--- config.mk ---
export PLATFORM = sky130hd
export DESIGN_NAME = switch_round_ctrl
export DESIGN_NICKNAME = d
export VERILOG_FILES = /design/src/rtl/switch_game_pkg.sv /design/src/rtl/switch_round_ctrl_timer.sv /design/src/rtl/switch_round_ctrl.sv
export SDC_FILE = /design/constraint.sdc
export NUM_CORES = 1
export LEC_CHECK = 0
export ABC_AREA = 1
export CAP_MARGIN = 30
export CORE_ASPECT_RATIO = 0.6
export CORE_UTILIZATION = 62
export DETAILED_ROUTE_END_ITERATION = 8
export PLACE_DENSITY_LB_ADDON = 0.3
export SETUP_SLACK_MARGIN = 0.2
export SKIP_LAST_GASP = 1
export SYNTH_ARGS = -nofsm -noshare
export SYNTH_HDL_FRONTEND = slang
export SYNTH_SLANG_ARGS = --single-unit
--- constraint.sdc ---
create_clock -name clk -period 4.89 [get_ports clk]
set_clock_uncertainty 0.15 [all_clocks]
set_input_delay 1.2225 -clock clk [delete_from_list [all_inputs] [get_ports clk]]
set_output_delay 1.2225 -clock clk [all_outputs]
set_load 0.05 [all_outputs]
--- src/rtl/switch_game_pkg.sv ---
// Shared definitions for the switch game: FSM state encoding, LFSR constants
// and the one-hot helper used to build prompt LEDs.
package switch_game_pkg;

  typedef enum logic [2:0] {
    ST_IDLE   = 3'd0,
    ST_PROMPT = 3'd1,
    ST_PLAY   = 3'd2,
    ST_GAP    = 3'd3,
    ST_OVER   = 3'd4
  } state_t;

  // Right-shifting Fibonacci form: taps 16,14,13,11 land on bits 0,2,3,5.
  localparam logic [15:0] LFSR_SEED = 16'hACE1;
  localparam logic [15:0] LFSR_TAPS = 16'h002D;

  function automatic logic [15:0] lfsr_next(input logic [15:0] cur);
    return {^(cur & LFSR_TAPS), cur[15:1]};
  endfunction

  function automatic logic [31:0] onehot32(input logic [7:0] idx);
    return 32'd1 << idx;
  endfunction

endpackage

--- src/rtl/switch_round_ctrl_timer.sv ---
// Seconds down-counter shared by the PLAY and GAP phases; expire flags the
// cycle whose edge takes the count from 1 to 0.
module round_timer (
  input  logic       clk,
  input  logic       rst,
  input  logic       tick,
  input  logic       en,
  input  logic       load,
  input  logic [5:0] load_val,
  output logic [5:0] count,
  output logic       expire
);

  logic [5:0] r_cnt;

  always_ff @(posedge clk or posedge rst) begin
    if (rst)                              r_cnt <= 6'd0;
    else if (load)                        r_cnt <= load_val;
    else if (en && tick && r_cnt != 6'd0) r_cnt <= r_cnt - 6'd1;
  end

  assign count  = r_cnt;
  assign expire = en & tick & ~load & (r_cnt == 6'd1);

endmodule

--- src/rtl/switch_round_ctrl.sv ---
// Round controller for the switch game: prompts a pseudo-random switch, times
// the round, judges the next switch change and keeps a bonus-doubling score.
module switch_round_ctrl
  import switch_game_pkg::*;
#(
  parameter int N_SW         = 10,
  parameter int ROUND_SEC    = 15,
  parameter int GAP_SEC      = 5,
  parameter int BONUS_ROUNDS = 5,
  parameter int SCORE_W      = 12
) (
  input  logic               clk,
  input  logic               reset_btn,
  input  logic               tick_1hz,
  input  logic               start,
  input  logic [N_SW-1:0]    sw,
  output logic [N_SW-1:0]    led,
  output logic [5:0]         time_left,
  output logic [SCORE_W-1:0] score,
  output logic               round_pass,
  output logic               round_fail,
  output logic [2:0]         state
);

  localparam int PC_W = $clog2(BONUS_ROUNDS + 1);

  state_t              r_state, w_next;
  logic [15:0]         r_lfsr;
  logic [N_SW-1:0]     r_sw_prev, r_expected, r_led;
  logic                r_first;
  logic [SCORE_W-1:0]  r_score, r_pts;
  logic [PC_W-1:0]     r_pass_cnt;
  logic                r_pass, r_fail;

  logic [7:0]          w_idx;
  logic [N_SW-1:0]     w_onehot;
  logic                w_move, w_hit, w_expire;
  logic                w_tmr_en, w_tmr_load;
  logic [5:0]          w_tmr_val, w_count;
  logic [SCORE_W:0]    w_sum;
  logic [SCORE_W-1:0]  w_score_sat, w_pts_dbl;
  logic [PC_W-1:0]     w_cnt_inc;
  logic                w_new_game, w_prompt, w_pass, w_fail;

  // Constant-divisor modulo on the low LFSR byte selects the prompt switch.
  assign w_idx    = r_lfsr[7:0] % 8'(N_SW);
  assign w_onehot = N_SW'(onehot32(w_idx));

  // The cycle right after reset release only primes sw_prev.
  assign w_move = ~r_first & (sw != r_sw_prev);
  assign w_hit  = w_move & (sw == r_expected);

  assign w_tmr_load = (r_state == ST_PROMPT) | ((r_state == ST_PLAY) & w_hit);
  assign w_tmr_val  = (r_state == ST_PROMPT) ? 6'(ROUND_SEC) : 6'(GAP_SEC);
  assign w_tmr_en   = ((r_state == ST_PLAY) & ~w_move) | (r_state == ST_GAP);

  round_timer u_timer (
    .clk      (clk),
    .rst      (reset_btn),
    .tick     (tick_1hz),
    .en       (w_tmr_en),
    .load     (w_tmr_load),
    .load_val (w_tmr_val),
    .count    (w_count),
    .expire   (w_expire)
  );

  assign w_sum       = {1'b0, r_score} + {1'b0, r_pts};
  assign w_score_sat = w_sum[SCORE_W] ? '1 : w_sum[SCORE_W-1:0];
  assign w_pts_dbl   = r_pts[SCORE_W-1] ? r_pts : (r_pts << 1);
  assign w_cnt_inc   = r_pass_cnt + PC_W'(1);

  always_ff @(posedge clk or posedge reset_btn) begin
    if (reset_btn) r_state <= ST_IDLE;
    else           r_state <= w_next;
  end

  always_comb begin
    w_next     = r_state;
    w_new_game = 1'b0;
    w_prompt   = 1'b0;
    w_pass     = 1'b0;
    w_fail     = 1'b0;
    case (r_state)
      ST_IDLE, ST_OVER: begin
        if (start) begin
          w_new_game = 1'b1;
          w_next     = ST_PROMPT;
        end
      end
      ST_PROMPT: begin
        w_prompt = 1'b1;
        w_next   = ST_PLAY;
      end
      ST_PLAY: begin
        // A move in the same cycle as the final tick takes precedence.
        if (w_move) begin
          if (w_hit) begin
            w_pass = 1'b1;
            w_next = ST_GAP;
          end else begin
            w_fail = 1'b1;
            w_next = ST_OVER;
          end
        end else if (w_expire) begin
          w_fail = 1'b1;
          w_next = ST_OVER;
        end
      end
      ST_GAP: begin
        if (w_expire) w_next = ST_PROMPT;
      end
      default: w_next = ST_IDLE;
    endcase
  end

  always_ff @(posedge clk or posedge reset_btn) begin
    if (reset_btn) begin
      r_lfsr     <= LFSR_SEED;
      r_sw_prev  <= '0;
      r_first    <= 1'b1;
      r_expected <= '0;
      r_led      <= '0;
      r_score    <= '0;
      r_pts      <= SCORE_W'(2);
      r_pass_cnt <= '0;
      r_pass     <= 1'b0;
      r_fail     <= 1'b0;
    end else begin
      r_lfsr    <= lfsr_next(r_lfsr);
      r_sw_prev <= sw;
      r_first   <= 1'b0;
      r_pass    <= w_pass;
      r_fail    <= w_fail;
      if (w_new_game) begin
        r_score    <= '0;
        r_pts      <= SCORE_W'(2);
        r_pass_cnt <= '0;
        r_led      <= '0;
      end
      if (w_prompt) begin
        r_led      <= w_onehot;
        r_expected <= sw ^ w_onehot;
      end
      if (w_pass) begin
        r_score <= w_score_sat;
        r_led   <= '0;
        if (w_cnt_inc == PC_W'(BONUS_ROUNDS)) begin
          r_pass_cnt <= '0;
          r_pts      <= w_pts_dbl;
        end else begin
          r_pass_cnt <= w_cnt_inc;
        end
      end
      if (w_fail) r_led <= '1;
    end
  end

  assign led        = r_led;
  assign time_left  = w_count;
  assign score      = r_score;
  assign round_pass = r_pass;
  assign round_fail = r_fail;
  assign state      = r_state;

endmodule

==> results.py, run 1 <==
metrics = {
    "die": {
        "ios": 47,
        "die_area_mm2": 0.00787,
        "core-area_mm2": 0.00727,
        "start_util_pct": 64.0,
        "fp.dieH_um": 69.1,
        "row_count": 24,
        "die_w_um": 114,
    },
    "critical_path": {
        "critPathMostFrequentCell": "o21ai_0",
        "path_buf_inv": 2,
        "worstSetupEndpointType": "flop",
        "worstReg2RegEnd": "r_expected[9]",
        "start_kind": "input pin",
        "cp.required_ns": 4.99,
        "cp_max_fo": 11,
        "rrSetupSlack_ns": 1.32,
        "r2r-start": "r_lfsr[3]",
        "crit_path_start": "sw[3]",
        "worstPathCellList": "clkdlybuf4s50_1, xnor2_1, o211ai_1, nor4_1, a21oi_1, nor2_1, o21a_1, nand4_1, o21ai_0, o21ai_0, nor2_1, buf_4, a21oi_1, o21ai_0",
        "cp_slowest_stage_delay_ns": 0.45,
        "r2r_cells": 23,
        "crit_slowest_cell": "clkdlybuf4s50_1",
        "crit_family": "compound AO/OA/AOI/OAI gates",
        "arrival_ns": 4.01,
        "criticalPathCategory": "in -> reg",
    },
    "layout": {
        "final-seq-area_mm2": 0.00214,
        "area_growth_pct": 18.9,
        "drive_gt1_share_pct": 11.5,
        "fillCellCount": 536,
        "final_core_util_pct": 76.1,
        "multi_input_area_mm2": 0.00216,
        "nNetsFinal": 644,
        "antenna_cells": 0,
    },
    "detailed_routing": {
        "num_vias": 4108,
        "drc_errors": 0,
        "wl_per_cell_um": 15.7,
        "drt_first_pass_iters": 6,
        "drt-total-wl_um": 11300,
        "drt-initial-drc-count": 361,
        "vias_per_cell": 5.71,
        "ant_nets": 0,
    },
    "grt": {
        "grt_util_met1_pct": 44.9,
        "grtUsageMet3_pct": 10.0,
        "gr-max-usage-layer": "met2",
        "grt_use_met2_pct": 45.7,
        "gr-usage-all-layers_pct": 31.2,
        "antenna_found_initial": 0,
        "grt_max_degree": 44,
        "grt_pass1_vias": 3974,
        "grt_pass1_wl_um": 18900,
        "overflow": 0,
    },
    "synthesis": {
        "ys_ff_latch": 85,
        "synth_compound_area_share_pct": 13.5,
        "syn_area_per_cell_um2": 8.37,
        "synth_most_common_cell": "nand2_1",
        "seq_area_frac_synth_pct": 46.0,
        "yosys.area_share.adder_pct": 5.27,
        "synthArstFlopShare_pct": 100,
        "syn-num-nets": 589,
        "synth-edff-count": 0,
        "synth_top_area_cell": "dfrtp_1",
        "synth_ff_type": "dfrtp_1",
        "synth-simple-area-share_pct": 23.7,
        "muxShareOfSynthArea_pct": 0,
        "ys_warn_count": 0,
        "synth.area.top_cells": "dfrtp_1, nand2_1, inv_1",
        "synthDistinctLibCells": 44,
        "synth_xor_area_share_pct": 3.95,
        "netlist_area_mm2": 0.00465,
        "synth_cells": 556,
        "synth.top_cell.area_share_pct": 40.3,
        "yosys-top-cells-count": "nand2_1, inv_1, dfrtp_1",
        "synth_top_family_by_area": "simple AND/OR/NAND/NOR gates",
    },
    "hold_path": {
        "hp-start": "r_lfsr[9]",
        "hold_path_depth": 0,
        "hold_end": "r_lfsr[8]",
        "hold_path.class": "reg -> reg",
    },
    "cts": {
        "root_buffer": "clkbuf_16",
        "cts_buffers": 9,
        "cts_tree": "yes",
        "path_clk_slew_ns": 0.06,
        "cts_buffer_depth": 2,
        "hold_buffers": 0,
        "cts_num_sinks": 85,
        "post_cts_resize_count": 0,
        "htreeDepth": 3,
        "post-cts-setup-buffers": 0,
        "clkLatencyLatePin_ns": 0.34,
    },
    "place": {
        "portBuffers": 46,
        "gp_congestion": 0.935,
        "place_hpwl_um": 8170,
    },
    "timing": {
        "min_period_over_period_pct": 80.0,
        "worstMarginPinSlew_ns": 0.843,
        "max_freq_mhz": 256,
        "min_period_ns": 3.91,
        "rsz0062_at_grt": "false",
        "hold_viol_final": 0,
        "slew_viol_final": 0,
        "worst_slew_margin_rel_pct": 43.3,
        "setup_tns_ns": 0,
        "setup_violations": 0,
    },
    "power_and_ir_drop": {
        "combPwrFrac_pct": 37.9,
        "leakage_nw": 2.76,
        "p_clk_share_pct": 25.7,
        "powerDensity_mw_per_mm2": 453,
        "peakVddDrop_v": 0.000386,
        "finalPower_mw": 2.51,
        "power.internal_mw": 1.49,
        "switching_power_mw": 1.01,
        "p_seq_share_pct": 36.4,
        "power_switching_share_pct": 40.4,
    },
    "flow_run": {
        "maxCapViolCount": 0,
    },
    "outcome": {
        "status": "finished clean",
    },
}
-- area by class of cell --
cell class,count,area share (%)
multi-input combinational,380,39.1
sequential,85,38.7
timing repair buffer,51,9.00
inverter,84,5.77
clock buffer,13,4.70
tap,104,2.35
clock inverter,3,0.384
-- layout by cell type, fill, tap and decap left out, drive strengths merged --
cell type / count
o2111a: 1
inv: 80
buf: 5
a22oi: 1
o21ai: 53
nor3b: 1
o21bai: 2
clkinv: 6
o2111ai: 4
nor2: 22
nand3b: 1
a32oi: 1
nor4: 3
nand2: 143
dfrtp: 75
nand4: 5
dfstp: 10
nor3: 6
clkdlybuf4s50: 46
clkbuf: 13
conb: 1
o22ai: 10
o221ai: 2
ha: 18
clkinvlp: 1
a21oi: 27
nand3: 45
fa: 1
a31oi: 1
o211ai: 3
o21a: 1
o31ai: 2
xnor2: 7
a221o: 1
xor2: 14
or2: 4
-- logic make-up after synthesis --
logic type,Yosys count
flip-flops,85
adder cells (fa/ha/maj),19
AND/OR/NAND/NOR,230
other,1
AO/OA/AOI/OAI,109
XOR/XNOR,21
buffers and inverters,91
-- worst max-delay path by stage --
stage,slack (ns),to,cells after the start
6_report,0.98,led[6],14
5_1_grt,0.74,led[6],14
4_1_cts,1.12,led[6],14
3_5_place_dp,0.83,led[7],14
3_3_place_gp,0.80,led[3],14
2_1_floorplan,1.34,led[0],1
-- per-layer routing --
metal | wire length (µm) | part of all wire [%] | vias to the layer above
met2 | 5050 | 45 | 203
met5 | 0 | 0 | -
met4 | 114 | 1.0 | 0
li1 | - | - | 1936
met1 | 5060 | 45 | 1955
met3 | 1090 | 9.6 | 14
-- sequential cells by signal, indices dropped and copies added, names as in the netlist --
signal and flops:
r_first 1, r_pts 12, round_fail 1, state 3, r_sw_prev 10, round_pass 1
led 10, r_pass_cnt 3, r_lfsr 16, u_timer.count 6, r_expected 10, score 12
-- metrics by stage --
| step | hold slack, ns | instances | setup WS, ns | cell area (µm²) |
|---|---|---|---|---|
| 4_1_cts | 0.204 | 720 | 1.12 | 5530 |
| 3_3_place_gp | 0.188 | 704 | 0.802 | 5250 |
| 6_report | 0.200 | 720 | 0.980 | 5530 |
| 2_1_floorplan | 0.181 | 556 | 1.34 | 4650 |
| 5_1_grt | 0.215 | 720 | 0.742 | 5530 |
| 3_5_place_dp | 0.190 | 704 | 0.828 | 5250 |
-- power groups by stage --
stage          registers, mW  clock network [mW]  logic (mW)
2_1_floorplan           1.14                   0       0.411
3_3_place_gp           0.915                   0       0.900
3_5_place_dp           0.919                   0       0.929
4_1_cts                0.909               0.654       0.944
5_1_grt                0.924               0.679        1.04
6_report               0.912               0.645       0.949
Note: power is estimated with default switching activity, not from simulation.
==> inputs of run 2 (changes only) <==
- CORE_UTILIZATION: 62 -> 52
- clock period: 4.89 -> 3.5 ns (I/O delays scaled with it)
==> run 2 against run 1 <==
  * Clock power is 61% higher
  * Critical path depth is 11 higher
  * Critical path type is now reg -> reg
  * Wire length is 4.4% higher
  * Largest cell class unchanged
==> results.py, run 2 (synthesis gave the netlist of run 1 again) <==
metrics = {
    "layout": {
        "fillCellCount": 612,
        "largest_register_ffs": 16,
        "area_growth_pct": 32.3,
        "final_cells": 763,
        "layout_common_cells": "nand2_1, dfrtp_1, inv_1",
        "antenna_cells": 0,
        "final_core_util_pct": 71.7,
        "final_common_cell": "nand2_1",
        "nNetsFinal": 679,
        "regMostFlops": "r_lfsr",
        "drive_gt1_share_pct": 24.0,
    },
    "die": {
        "start_util_pct": 54.2,
        "ios": 47,
        "row_count": 26,
        "die_w_um": 124,
        "die_area_mm2": 0.00935,
        "fp.dieH_um": 75.3,
        "core-area_mm2": 0.00859,
    },
    "cts": {
        "path_clk_slew_ns": 0.06,
        "cts_tree": "yes",
        "root_buffer": "clkbuf_16",
        "cts_num_sinks": 85,
        "htreeDepth": 3,
        "cts_buffer_depth": 2,
        "clkLatencyLatePin_ns": 0.34,
        "cts_buffers": 9,
    },
    "power_and_ir_drop": {
        "powerDensity_mw_per_mm2": 607,
        "peakVddDrop_v": 0.000549,
        "finalPower_mw": 3.73,
        "leakage_nw": 3.07,
    },
    "flow_run": {
        "maxCapViolCount": 0,
    },
    "timing": {
        "worstMarginPinSlew_ns": 0.693,
        "max_freq_mhz": 296,
        "min_period_ns": 3.38,
        "fin_hold_ws_ns": 0.203,
        "setup_violations": 0,
        "min_period_over_period_pct": 96.7,
        "slew_viol_final": 0,
        "worst_slew_margin_rel_pct": 53.8,
        "hold_viol_final": 0,
        "setup_tns_ns": 0,
        "rsz0062_at_grt": "true",
    },
    "grt": {
        "antenna_found_initial": 0,
        "grt_pass1_vias": 3748,
        "grt_pass1_wl_um": 18100,
        "gr-usage-all-layers_pct": 25.9,
        "overflow": 0,
        "grt_max_degree": 40,
    },
    "critical_path": {
        "cp_max_fo": 5,
        "worstSetupEndpointType": "flop",
        "crit_family": "simple AND/OR/NAND/NOR gates",
        "r2r_cells": 25,
        "crit_slowest_cell": "dfrtp_1",
        "arrival_ns": 3.44,
        "cp.required_ns": 3.56,
        "cp_slowest_stage_delay_ns": 0.39,
        "path_depth": 25,
        "path_buf_inv": 3,
        "critPathMostFrequentCell": "nand2_4",
        "start_kind": "flop",
        "criticalPathCategory": "reg -> reg",
    },
    "detailed_routing": {
        "drc_errors": 0,
        "drt-total-wl_um": 11800,
        "num_vias": 4157,
        "wl_per_cell_um": 15.5,
        "vias_per_cell": 5.45,
        "drt_first_pass_iters": 5,
        "ant_nets": 0,
        "drt-initial-drc-count": 324,
    },
    "place": {
        "gp_congestion": 0.855,
        "portBuffers": 46,
        "dp.cells": 732,
        "place_hpwl_um": 8000,
    },
    "hold_path": {
        "hold_path_depth": 0,
        "hold_path.class": "reg -> reg",
    },
    "outcome": {
        "status": "finished clean",
    },
}
run 2: power by group:
group	internal [mW]	switching (mW)
sequential	1.15	0.132
clock	0.643	0.395
combinational	0.493	0.921
total	2.29	1.45
run 2: final cells by class:
class                      count  area [µm²]  share of cell area (%)
sequential                    85        2140                    34.8
multi-input combinational    380        2440                    39.7
timing repair buffer          86         785                    12.7
inverter                      84         324                    5.26
tap                          112         140                    2.28
clock inverter                 6        86.3                    1.40
clock buffer                  10         239                    3.88
run 2: worst register-to-register path, stage by stage, from the launching register on:
cell and delay (ns):
dfrtp_1 0.39, inv_2 0.13, ha_4 0.16, inv_4 0.03, nand2_4 0.09, nand3_4 0.08, nand2_4 0.11, nand2_4 0.07
nand2_4 0.07, nand2_2 0.06, nand2_2 0.08, nand2_2 0.08, nand2_4 0.09, nand3_4 0.08, nand2_4 0.12, nand2_4 0.07
a21oi_4 0.23, nand2_4 0.11, nand3b_1 0.13, nand2_2 0.09, inv_2 0.08, nand2_4 0.08, a21oi_1 0.30, nor2_1 0.12
nand2_1 0.16, o21ai_0 0.11
run 2: routing by layer:
layer | wire length (µm) | share of wire (%) | global-route usage [%]
met1 | 5750 | 49 | 38.9
met2 | 5230 | 44 | 37.4
met3 | 685 | 5.8 | 5.98
met4 | 142 | 1.2 | 7.14
met5 | 0 | 0 | 0
run 2: worst paths after layout:
kind                       startpoint    endpoint  slack, ns
max in group asynchronous   reset_btn    r_pts[1]       1.71
setup / recovery            r_lfsr[3]      led[3]       0.12
setup reg to reg            r_lfsr[3]      led[3]       0.12
hold reg to reg             r_lfsr[9]   r_lfsr[8]       0.20
hold / removal              r_lfsr[9]   r_lfsr[8]       0.20
min in group asynchronous   reset_btn  round_fail       0.79
run 2: repair_timing:
item                       CTS  global route
hold buffers                 0             0
setup buffers                5            10
gates resized for setup      8            74
setup endpoints to repair   20            39
pin swaps                    1            26
run 2: per-stage QoR:
stage,cell area (µm²),worst slack (ns)
6_report,6160,0.117
5_1_grt,6160,-0.0743
4_1_cts,5810,0.221
3_5_place_dp,5420,-0.0902
3_3_place_gp,5420,0.0198
2_1_floorplan,4650,0.298
==> inputs of run 3 (changes only) <==
- CORE_ASPECT_RATIO: 0.6 -> not set
==> run 3 against run 2 <==
  * Wire length decreased by 7.3%
  * Sequential share of layout area increased by 0.55 points
  * Sequential power about the same
  * Flip-flop and latch count unchanged
  * Final cell count decreased by 0.92%
  * Cell area decreased by 1.5%
  * Via count decreased by 0.51%
  * Register-to-register slack improved by 0.04 ns
  * Setup slack improved by 0.045 ns
  * Critical path type unchanged
  * Critical endpoint is now r_expected[1]
==> results.py, run 3 (synthesis gave the netlist of run 1 again) <==
metrics = {
    "detailed_routing": {
        "ant_nets": 0,
        "num_vias": 4136,
        "drc_errors": 0,
        "wl_per_cell_um": 14.5,
        "drt-initial-drc-count": 164,
        "drt_first_pass_iters": 5,
        "drt-total-wl_um": 10900,
        "vias_per_cell": 5.47,
    },
    "grt": {
        "grt_util_met1_pct": 30.2,
        "overflow": 0,
        "grt_pass1_vias": 3980,
        "gr-usage-all-layers_pct": 22.5,
        "grt_pass1_wl_um": 17400,
        "antenna_found_initial": 0,
        "grtUsageMet3_pct": 2.82,
        "gr-max-usage-layer": "met2",
        "grt_use_met2_pct": 37.2,
        "grt_max_degree": 46,
    },
    "timing": {
        "max_freq_mhz": 300,
        "min_period_over_period_pct": 95.4,
        "worst_slew_margin_rel_pct": 46.0,
        "slew_viol_final": 0,
        "worstMarginPinSlew_ns": 0.811,
        "setup_ws_ns": 0.162,
        "min_period_ns": 3.34,
        "setup_violations": 0,
        "rsz0062_at_grt": "true",
        "hold_viol_final": 0,
    },
    "layout": {
        "nNetsFinal": 676,
        "regMostFlops": "r_lfsr",
        "layout_common_cells": "nand2_1, dfrtp_1, inv_1",
        "final_common_cell": "nand2_1",
        "antenna_cells": 0,
        "fin_area_mm2": 0.00606,
        "area_growth_pct": 30.2,
        "drive_gt1_share_pct": 25.3,
        "final_cells": 756,
        "largest_register_ffs": 16,
    },
    "critical_path": {
        "worstSetupEndpointType": "flop",
        "cp_slowest_stage_delay_ns": 0.58,
        "path_depth": 28,
        "rrSetupSlack_ns": 0.16,
        "start_kind": "flop",
        "criticalPathCategory": "reg -> reg",
        "path_buf_inv": 4,
        "cp.required_ns": 3.59,
        "critPathMostFrequentCell": "nand2_2",
        "r2r_cells": 28,
        "cp_max_fo": 6,
        "worstReg2RegEnd": "r_expected[1]",
        "crit_family": "simple AND/OR/NAND/NOR gates",
        "r2r-start": "r_lfsr[5]",
        "arrival_ns": 3.43,
        "crit_slowest_cell": "dfstp_2",
    },
    "hold_path": {
        "hp-start": "r_lfsr[9]",
        "hold_path.class": "reg -> reg",
        "hold_end": "r_lfsr[8]",
        "hold_path_depth": 0,
    },
    "place": {
        "dp.cells": 719,
        "post_dp_cell_area_mm2": 0.00535,
        "gp_congestion": 0.861,
        "pre_cts_slack_ns": -0.0527,
        "portBuffers": 46,
        "place_hpwl_um": 7260,
    },
    "die": {
        "row_count": 34,
        "die_area_mm2": 0.00933,
        "die_w_um": 96.6,
        "fp.dieH_um": 96.6,
        "start_util_pct": 53.6,
        "core-area_mm2": 0.00868,
        "ios": 47,
    },
    "cts": {
        "cts_num_sinks": 85,
        "cts_buffer_depth": 2,
        "cts_buffers": 9,
        "clkLatencyLatePin_ns": 0.35,
        "root_buffer": "clkbuf_8",
        "htreeDepth": 3,
        "path_clk_slew_ns": 0.09,
        "hold_buffers": 0,
        "cts_tree": "yes",
    },
    "outcome": {
        "status": "finished clean",
    },
    "flow_run": {
        "maxCapViolCount": 0,
    },
    "power_and_ir_drop": {
        "leakage_nw": 2.99,
        "powerDensity_mw_per_mm2": 564,
        "peakVddDrop_v": 0.000368,
    },
}
==> run 3: cell count changes in the layout (fill, tap and decap cells not counted), moves of 3 or more <==
cell and change:
buf_4 -6, clkbuf_16 -9, clkbuf_8 +9, o21ai_1 -3
o21ai_2 +3
==> run 3: worst reg2reg max path, delay by kind of cell (launching register included) <==
| kind | cells | cell delay [ns] |
|---|---|---|
| AO/OA/AOI/OAI | 1 | 0.16 |
| buffers and inverters | 4 | 0.31 |
| flip-flops | 1 | 0.58 |
| AND/OR/NAND/NOR | 23 | 2.07 |
==> run 3: layout make-up <==
type,count,area (µm²)
clock buffers,10,138
clock inverters,6,62.6
fillers,658,2620
inverters,84,328
multi-input cells,380,2490
flip-flops and latches,85,2140
well taps,108,135
repair buffers,82,762
repair inverters,1,7.51
==> run 3: per-stage QoR <==
stage / utilization, % / power (mW) / TNS [ns] / hold slack [ns]
global placement: 61.7 / 2.57 / 0 / 0.188
CTS: 64.7 / 3.33 / 0 / 0.209
finish: 69.8 / 3.42 / 0 / 0.198
floorplan: - / 2.17 / 0 / 0.181
global route: 69.8 / 3.59 / -0.119 / 0.224
detailed placement: 61.7 / 2.61 / -0.0850 / 0.188
==> run 3: worst max-delay path by stage <==
| stage | from | endpoint | slack (ns) |
|---|---|---|---|
| floorplan | reset_btn | led[0] | 0.30 |
| global placement | sw[3] | led[2] | 0.05 |
| detailed placement | sw[3] | led[2] | -0.05 |
| CTS | sw[3] | led[7] | 0.20 |
| global route | r_lfsr[5] | r_expected[3] | -0.03 |
| finish | r_lfsr[5] | r_expected[1] | 0.16 |
==> run 3: report_power, final <==
part / internal (mW) / switching [mW] / leakage [nW]
registers: 1.15 / 0.133 / 1.09
clock network: 0.348 / 0.355 / 0.106
logic: 0.496 / 0.936 / 1.80
==> run 3: layer usage <==
layer	wire (µm)	part of all wire, %
met5	0	0
met4	224	2.0
met3	438	4.0
met2	5270	48
met1	5020	46
==> run 3: timing repair <==
action | 4_1_cts | 5_1_grt
setup endpoints to repair | 20 | 36
pin swaps | 3 | 35
gates resized for setup | 8 | 88
cloned | 0 | 2
setup buffers | 6 | 13
